### config.mk
export PLATFORM = sky130hd
export DESIGN_NAME = rc4_search_ctrl_flat
export DESIGN_NICKNAME = d
export VERILOG_FILES = /design/src/rtl/rc4_pkg.sv /design/src/rtl/rc4_search_ctrl_if.sv /design/src/rtl/rc4_phase_hs.sv /design/src/rtl/rc4_search_ctrl.sv /design/src/flat_wrapper.sv
export SDC_FILE = /design/constraint.sdc
export NUM_CORES = 1
export LEC_CHECK = 0
export CORE_MARGIN = 2
export CORE_UTILIZATION = 45
export CTS_CLUSTER_DIAMETER = 120
export DETAILED_ROUTE_END_ITERATION = 6
export PLACE_DENSITY = 0.7
export SYNTH_ARGS = -nofsm -noshare
export SYNTH_HDL_FRONTEND = slang
export SYNTH_SLANG_ARGS = --single-unit
### constraint.sdc
create_clock -name clk -period 3.2 [get_ports clk]
set_clock_uncertainty 0.2 [all_clocks]
set_input_delay 0.32 -clock clk [delete_from_list [all_inputs] [get_ports clk]]
set_output_delay 0.32 -clock clk [all_outputs]
set_load 0.01 [all_outputs]
### src/rtl/rc4_pkg.sv
// Shared types for the RC4 key-search controller: FSM state encoding,
// phase identifiers and the default candidate-key width.
package rc4_pkg;

  localparam int KEY_BITS_DEF = 24;

  typedef enum logic [3:0] {
    S_IDLE,
    S_LOAD,
    S_LOAD_REL,
    S_INIT,
    S_INIT_REL,
    S_KSA,
    S_KSA_REL,
    S_PRGA,
    S_PRGA_REL,
    S_CHECK,
    S_FOUND,
    S_FAILED
  } state_t;

  typedef enum logic [1:0] {
    PH_LOAD,
    PH_INIT,
    PH_KSA,
    PH_PRGA
  } phase_t;

endpackage

### src/rtl/rc4_search_ctrl_if.sv
// Phase-engine handshake bundle: one level start/finished pair per engine
// plus the PRGA verdict. master = controller side, slave = engine side.
interface rc4_search_ctrl_if;

  logic load_start;
  logic load_finished;
  logic init_start;
  logic init_finished;
  logic ksa_start;
  logic ksa_finished;
  logic prga_start;
  logic prga_finished;
  logic msg_valid;

  modport master (
    output load_start, init_start, ksa_start, prga_start,
    input  load_finished, init_finished, ksa_finished,
    input  prga_finished, msg_valid
  );

  modport slave (
    input  load_start, init_start, ksa_start, prga_start,
    output load_finished, init_finished, ksa_finished,
    output prga_finished, msg_valid
  );

endinterface

### src/rtl/rc4_phase_hs.sv
// Per-phase start/finished/release tracker. go raises start (registered);
// finished drops it; done_pulse marks finished falling after the release.
// Ports: clk, reset, go, finished -> start, done_pulse.
module rc4_phase_hs (
  input  logic clk,
  input  logic reset,
  input  logic go,
  input  logic finished,
  output logic start,
  output logic done_pulse
);

  logic start_q, start_d;
  logic rel_q, rel_d;

  always_comb begin
    start_d = start_q;
    rel_d   = rel_q;
    if (go) begin
      start_d = 1'b1;
    end else if (start_q && finished) begin
      start_d = 1'b0;
      rel_d   = 1'b1;
    end else if (rel_q && !finished) begin
      rel_d   = 1'b0;
    end
  end

  always_ff @(posedge clk or posedge reset) begin
    if (reset) begin
      start_q <= 1'b0;
      rel_q   <= 1'b0;
    end else begin
      start_q <= start_d;
      rel_q   <= rel_d;
    end
  end

  // finished is ignored unless this phase is running or releasing
  assign done_pulse = rel_q && !finished;
  assign start      = start_q;

endmodule

### src/rtl/rc4_search_ctrl.sv
// RC4 brute-force sequencer: LOAD once, then INIT/KSA/PRGA per key until
// a valid plaintext or KEY_LAST. Ports: clk, reset, start, eng (engine
// handshakes), secret_key, busy, key_found, key_failed.
// RC4_STATE_TAP_EN adds state_tap and attempts outputs.
module rc4_search_ctrl
  import rc4_pkg::*;
#(
  parameter int                  KEY_BITS  = KEY_BITS_DEF,
  parameter logic [KEY_BITS-1:0] KEY_FIRST = '0,
  parameter logic [KEY_BITS-1:0] KEY_LAST  = '1
) (
  input  logic                clk,
  input  logic                reset,
  input  logic                start,
  rc4_search_ctrl_if.master   eng,
  output logic [KEY_BITS-1:0] secret_key,
  output logic                busy,
  output logic                key_found,
  output logic                key_failed
`ifdef RC4_STATE_TAP_EN
  ,
  output logic [3:0]          state_tap,
  output logic [KEY_BITS:0]   attempts
`endif
);

  state_t              state_q, state_d;
  logic [KEY_BITS-1:0] key_q, key_d;
  logic                found_q, found_d;
  logic                failed_q, failed_d;
  logic                valid_q, valid_d;
  logic                busy_q, busy_d;
  logic [3:0]          go, fin, hs_start, done;
`ifdef RC4_STATE_TAP_EN
  logic [KEY_BITS:0]   attempts_q, attempts_d;
`endif

  assign fin = {eng.prga_finished, eng.ksa_finished,
                eng.init_finished, eng.load_finished};

  for (genvar g = 0; g < 4; g++) begin : g_hs
    rc4_phase_hs u_hs (
      .clk        (clk),
      .reset      (reset),
      .go         (go[g]),
      .finished   (fin[g]),
      .start      (hs_start[g]),
      .done_pulse (done[g])
    );
  end

  always_comb begin
    state_d  = state_q;
    key_d    = key_q;
    found_d  = found_q;
    failed_d = failed_q;
    valid_d  = valid_q;
    go       = '0;
`ifdef RC4_STATE_TAP_EN
    attempts_d = attempts_q;
`endif
    unique case (state_q)
      S_IDLE: if (start) begin
        state_d     = S_LOAD;
        go[PH_LOAD] = 1'b1;
        key_d       = KEY_FIRST;
        found_d     = 1'b0;
        failed_d    = 1'b0;
        valid_d     = 1'b0;
`ifdef RC4_STATE_TAP_EN
        attempts_d  = '0;
`endif
      end
      S_LOAD: if (fin[PH_LOAD]) state_d = S_LOAD_REL;
      S_LOAD_REL: if (done[PH_LOAD]) begin
        state_d     = S_INIT;
        go[PH_INIT] = 1'b1;
      end
      S_INIT: if (fin[PH_INIT]) state_d = S_INIT_REL;
      S_INIT_REL: if (done[PH_INIT]) begin
        state_d    = S_KSA;
        go[PH_KSA] = 1'b1;
      end
      S_KSA: if (fin[PH_KSA]) state_d = S_KSA_REL;
      S_KSA_REL: if (done[PH_KSA]) begin
        state_d     = S_PRGA;
        go[PH_PRGA] = 1'b1;
      end
      S_PRGA: if (fin[PH_PRGA]) begin
        state_d = S_PRGA_REL;
        valid_d = eng.msg_valid;
      end
      S_PRGA_REL: if (done[PH_PRGA]) state_d = S_CHECK;
      S_CHECK: begin
`ifdef RC4_STATE_TAP_EN
        attempts_d = attempts_q + (KEY_BITS+1)'(1);
`endif
        if (valid_q) begin
          state_d = S_FOUND;
          found_d = 1'b1;
        end else if (key_q == KEY_LAST) begin
          state_d  = S_FAILED;
          failed_d = 1'b1;
        end else begin
          // ciphertext is unchanged, so the loop re-enters at INIT
          state_d     = S_INIT;
          key_d       = key_q + KEY_BITS'(1);
          go[PH_INIT] = 1'b1;
        end
      end
      S_FOUND, S_FAILED: if (!start) state_d = S_IDLE;
      default: state_d = S_IDLE;
    endcase
    busy_d = !(state_d inside {S_IDLE, S_FOUND, S_FAILED});
  end

  always_ff @(posedge clk or posedge reset) begin
    if (reset) begin
      state_q  <= S_IDLE;
      key_q    <= KEY_FIRST;
      found_q  <= 1'b0;
      failed_q <= 1'b0;
      valid_q  <= 1'b0;
      busy_q   <= 1'b0;
`ifdef RC4_STATE_TAP_EN
      attempts_q <= '0;
`endif
    end else begin
      state_q  <= state_d;
      key_q    <= key_d;
      found_q  <= found_d;
      failed_q <= failed_d;
      valid_q  <= valid_d;
      busy_q   <= busy_d;
`ifdef RC4_STATE_TAP_EN
      attempts_q <= attempts_d;
`endif
    end
  end

  assign eng.load_start = hs_start[PH_LOAD];
  assign eng.init_start = hs_start[PH_INIT];
  assign eng.ksa_start  = hs_start[PH_KSA];
  assign eng.prga_start = hs_start[PH_PRGA];
  assign secret_key     = key_q;
  assign busy           = busy_q;
  assign key_found      = found_q;
  assign key_failed     = failed_q;
`ifdef RC4_STATE_TAP_EN
  assign state_tap      = state_q;
  assign attempts       = attempts_q;
`endif

endmodule

### src/flat_wrapper.sv
// flat-port wrapper written by rule: the top's interface ports become plain ports
module rc4_search_ctrl_flat import rc4_pkg::*;
#(
  parameter int                  KEY_BITS  = KEY_BITS_DEF,
  parameter logic [KEY_BITS-1:0] KEY_FIRST = '0,
  parameter logic [KEY_BITS-1:0] KEY_LAST  = '1
)
  (clk, reset, start, secret_key, busy, key_found, key_failed, eng_load_start, eng_init_start, eng_ksa_start, eng_prga_start, eng_load_finished, eng_init_finished, eng_ksa_finished, eng_prga_finished, eng_msg_valid);
  rc4_search_ctrl_if eng_i ();
  input  logic clk;
  input  logic reset;
  input  logic start;
  output logic [KEY_BITS-1:0] secret_key;
  output logic busy;
  output logic key_found;
  output logic key_failed;
  output wire logic [$bits(eng_i.load_start)-1:0] eng_load_start;
  output wire logic [$bits(eng_i.init_start)-1:0] eng_init_start;
  output wire logic [$bits(eng_i.ksa_start)-1:0] eng_ksa_start;
  output wire logic [$bits(eng_i.prga_start)-1:0] eng_prga_start;
  input wire logic [$bits(eng_i.load_finished)-1:0] eng_load_finished;
  input wire logic [$bits(eng_i.init_finished)-1:0] eng_init_finished;
  input wire logic [$bits(eng_i.ksa_finished)-1:0] eng_ksa_finished;
  input wire logic [$bits(eng_i.prga_finished)-1:0] eng_prga_finished;
  input wire logic [$bits(eng_i.msg_valid)-1:0] eng_msg_valid;
  assign eng_load_start = eng_i.load_start;
  assign eng_init_start = eng_i.init_start;
  assign eng_ksa_start = eng_i.ksa_start;
  assign eng_prga_start = eng_i.prga_start;
  assign eng_i.load_finished = eng_load_finished;
  assign eng_i.init_finished = eng_init_finished;
  assign eng_i.ksa_finished = eng_ksa_finished;
  assign eng_i.prga_finished = eng_prga_finished;
  assign eng_i.msg_valid = eng_msg_valid;
  rc4_search_ctrl #(.KEY_BITS(KEY_BITS), .KEY_FIRST(KEY_FIRST), .KEY_LAST(KEY_LAST)) u_core (.clk(clk), .reset(reset), .start(start), .eng(eng_i), .secret_key(secret_key), .busy(busy), .key_found(key_found), .key_failed(key_failed));
endmodule
==> results.md <==
- Status: completed
- Most common cell in the netlist: dfrtp_1
- Data required time of the worst path: 3210 ps
- Synth area leader: dfrtp_1
- Remaining DRCs: 0
- Synth Instances: 235
- Critical Path Sink Type: flip-flop
- Syn Nets: 244
- PwrDens: 501 nW/um^2
- Antenna-violating nets left: 0
- RSZ-0062 raised after global routing: no
- Worst-path fanout max: 10
- Met3 WL: 274 um
- Synth async-reset ratio: 100%
- Wl on met1: 2.47 mm
- DP Cell Count: 320
- Worst r2r src: u_core.secret_key[4]
- Fin util: 57.4%
- Max Cap Viol: 0
- Global-route wire length before repair: 8.67 mm
- Routed len/inst: 15.6 um
- Startpoint types: flip-flop
- Hold WS: 260 ps
- Sw Pwr: 0.435 mW
- Power share of the combinational group: 25.8%
- Clk root buf: clkbuf_8
- R2R Path End: u_core.secret_key[2]
- Drt pass-1 iters: 4
- I/O Pins: 39
- P_leak: 1.11 nW
- N_diodes: 0
- Worst skew pair latency: 290 ps
- Area contributors post-synth: dfrtp_1, nand3_1, nand4_1, nor2_1, a21oi_1
- CTS sink count: 40
- Met2 WL: 2.29 mm
- Routability Congestion: 0.835
- Yosys reg bits: 40
- Clk pwr share: 25.4%
- Synth Cell Area: 2160 sq um
- Vias: 1,906
- Area after DPL: 2590 sq um
- GR Util All Layers: 21.0%
- CTS resizes: 0
- Design area: 2680 sq um
- Post-synth EDFFs: 0
- Share of cells above drive strength 1: 8.03%
- Worst reg-to-reg path cell count: 5
- Detail Placement HPWL: 3.57 mm
- Nets: 282
- Synth top area share: 46.4%
- Die W: 73.3 um
- Crit path DAT: 2550 ps
- Clock period minus worst slack: 2540 ps
- Post-CTS Setup Repair Bufs: 0
- Critical path class: flip-flop to flip-flop
- Cts bufs inserted: 5
- CTS max path bufs: 2
- Post-Layout Cell Count: 328
- Via density: 5.81
- Rows: 25
- Die Y: 73.3 um
- Worst slew pin tran: 668 ps
- Core ar.: 4660 sq um
- Cts hold-fix bufs: 0
- Hold Vio Cnt, Final: 0
- Number of setup violations in the final report: 0
- Synth Area per Inst: 9.18 sq um
- List of most frequent post-synthesis cells: dfrtp_1, nor2_1, nand3_1
- Max Used Layer: met4
- Primary FF master, synth: dfrtp_1
- Initial antenna violation count: 0
- Switching share of power: 32.4%
- Period utilisation layout: 79.4%
- Worst R2R Setup Slack: 660 ps
- Gr ovfl total: 0
- Largest net degree at the start of global routing: 41
- Port Buf Inserts: 38
- Initial DRC count: 135
- Reg power frac: 48.9%
- # H-tree levels: 2
- CTS tree: built
- Hold WC Path Type: input port to async pin
- Distinct cells, synth: 48
- Sequential area share after synthesis: 46.4%
- Peak supply drop: 0.000315 V
- Synthesis-to-layout area growth: 24.0%
- Relative slew slack: 54.8%
- Pint: 0.907 mW
- Die ar.: 5370 sq um
- Clock transition at path regs: 70 ps
- Ys Warns: 0
- Final WL: 5.11 mm
- Max-slew violation total from the final report: 0
- Initial Utilization: 46.3%
- Post-route setup TNS: 0 ps
- Number of global-route vias before repair: 1,791
- Fmax: 394 MHz
==> cell families after synthesis <==
family | synth area share [%]
simple gates | 26.4
compound gates | 15.2
flops | 46.4
buf+inv | 4.75
mux | 4.29
xor+xnor | 2.43
fa+ha+maj | 0.580
==> power groups by stage <==
stage	registers, mW	clock network [mW]	logic, mW
floorplan	0.621	0	0.261
detailed placement	0.661	0	0.347
global route	0.670	0.370	0.388
CTS	0.652	0.349	0.350
finish	0.656	0.340	0.346
global placement	0.659	0	0.346
==> state kept, by name, summed over array words and instances (netlist names) <==
| register | cells |
|---|---|
| u_core.busy | 1 |
| u_core.valid_q | 1 |
| u_core.g_hs.u_hs.rel_q | 4 |
| u_core.key_failed | 1 |
| u_core.secret_key | 24 |
| u_core.key_found | 1 |
| u_core.g_hs.u_hs.start | 4 |
| u_core.state_q | 4 |
==> critical path, cell delays in order, from the launching register on <==
cell and delay [ps]:
dfrtp_1 460, nand4_1 230, or4_1 740, o21ai_4 320, mux2_2 360, mux2i_1 140
==> per-stage QoR <==
| stage | setup WS [ps] | power (mW) |
|---|---|---|
| after floorplan | 879 | 0.882 |
| after global placement | 719 | 1.00 |
| after detailed placement | 687 | 1.01 |
| after CTS | 664 | 1.35 |
| after global routing | 453 | 1.43 |
| final | 661 | 1.34 |
==> final cells by class <==
cell class	count	area, sq um
inverters	12	45.0
multi-input cells	171	1050
flip-flops and latches	40	1000
clock buffers	8	90.1
well taps	54	67.6
repair buffers	43	418
fillers	427	1980
==> worst max-delay path by stage <==
stage                     cells after the start                        end  slack, ps             startpoint
after CTS                                     5       u_core.secret_key[2]        660   u_core.secret_key[4]
after global placement                        6      u_core.secret_key[11]        720   u_core.secret_key[0]
final                                         5       u_core.secret_key[2]        660   u_core.secret_key[4]
after global routing                          6  u_core.g_hs[1].u_hs.start        450   u_core.secret_key[4]
after floorplan                               6      u_core.secret_key[11]        880  u_core.secret_key[16]
after detailed placement                      5       u_core.secret_key[9]        690   u_core.secret_key[4]
==> cell usage in the layout, fill, tap and decap left out, types with 3 or more instances in the layout <==
master / Yosys / final
buf_4: 0 / 5
nor2b_1: 3 / 3
inv_1: 12 / 12
dfrtp_1: 40 / 40
clkdlybuf4s50_1: 0 / 38
a21oi_1: 15 / 15
a31oi_1: 3 / 3
nor2_1: 21 / 21
nand4_1: 14 / 14
nand3_1: 19 / 19
or3_1: 9 / 9
nand2_1: 14 / 14
o31ai_1: 3 / 3
o21ai_0: 15 / 15
mux2i_1: 4 / 4
clkbuf_8: 0 / 6
xor2_1: 4 / 4
o211ai_1: 5 / 5
nor3_1: 6 / 6
==> per-layer routing <==
layer,global-route usage (%),up-vias
li1,-,934
met1,30.3,921
met2,31.5,44
met3,4.66,7
met4,6.58,0
met5,0,-
(Power assumes the default switching activity.)
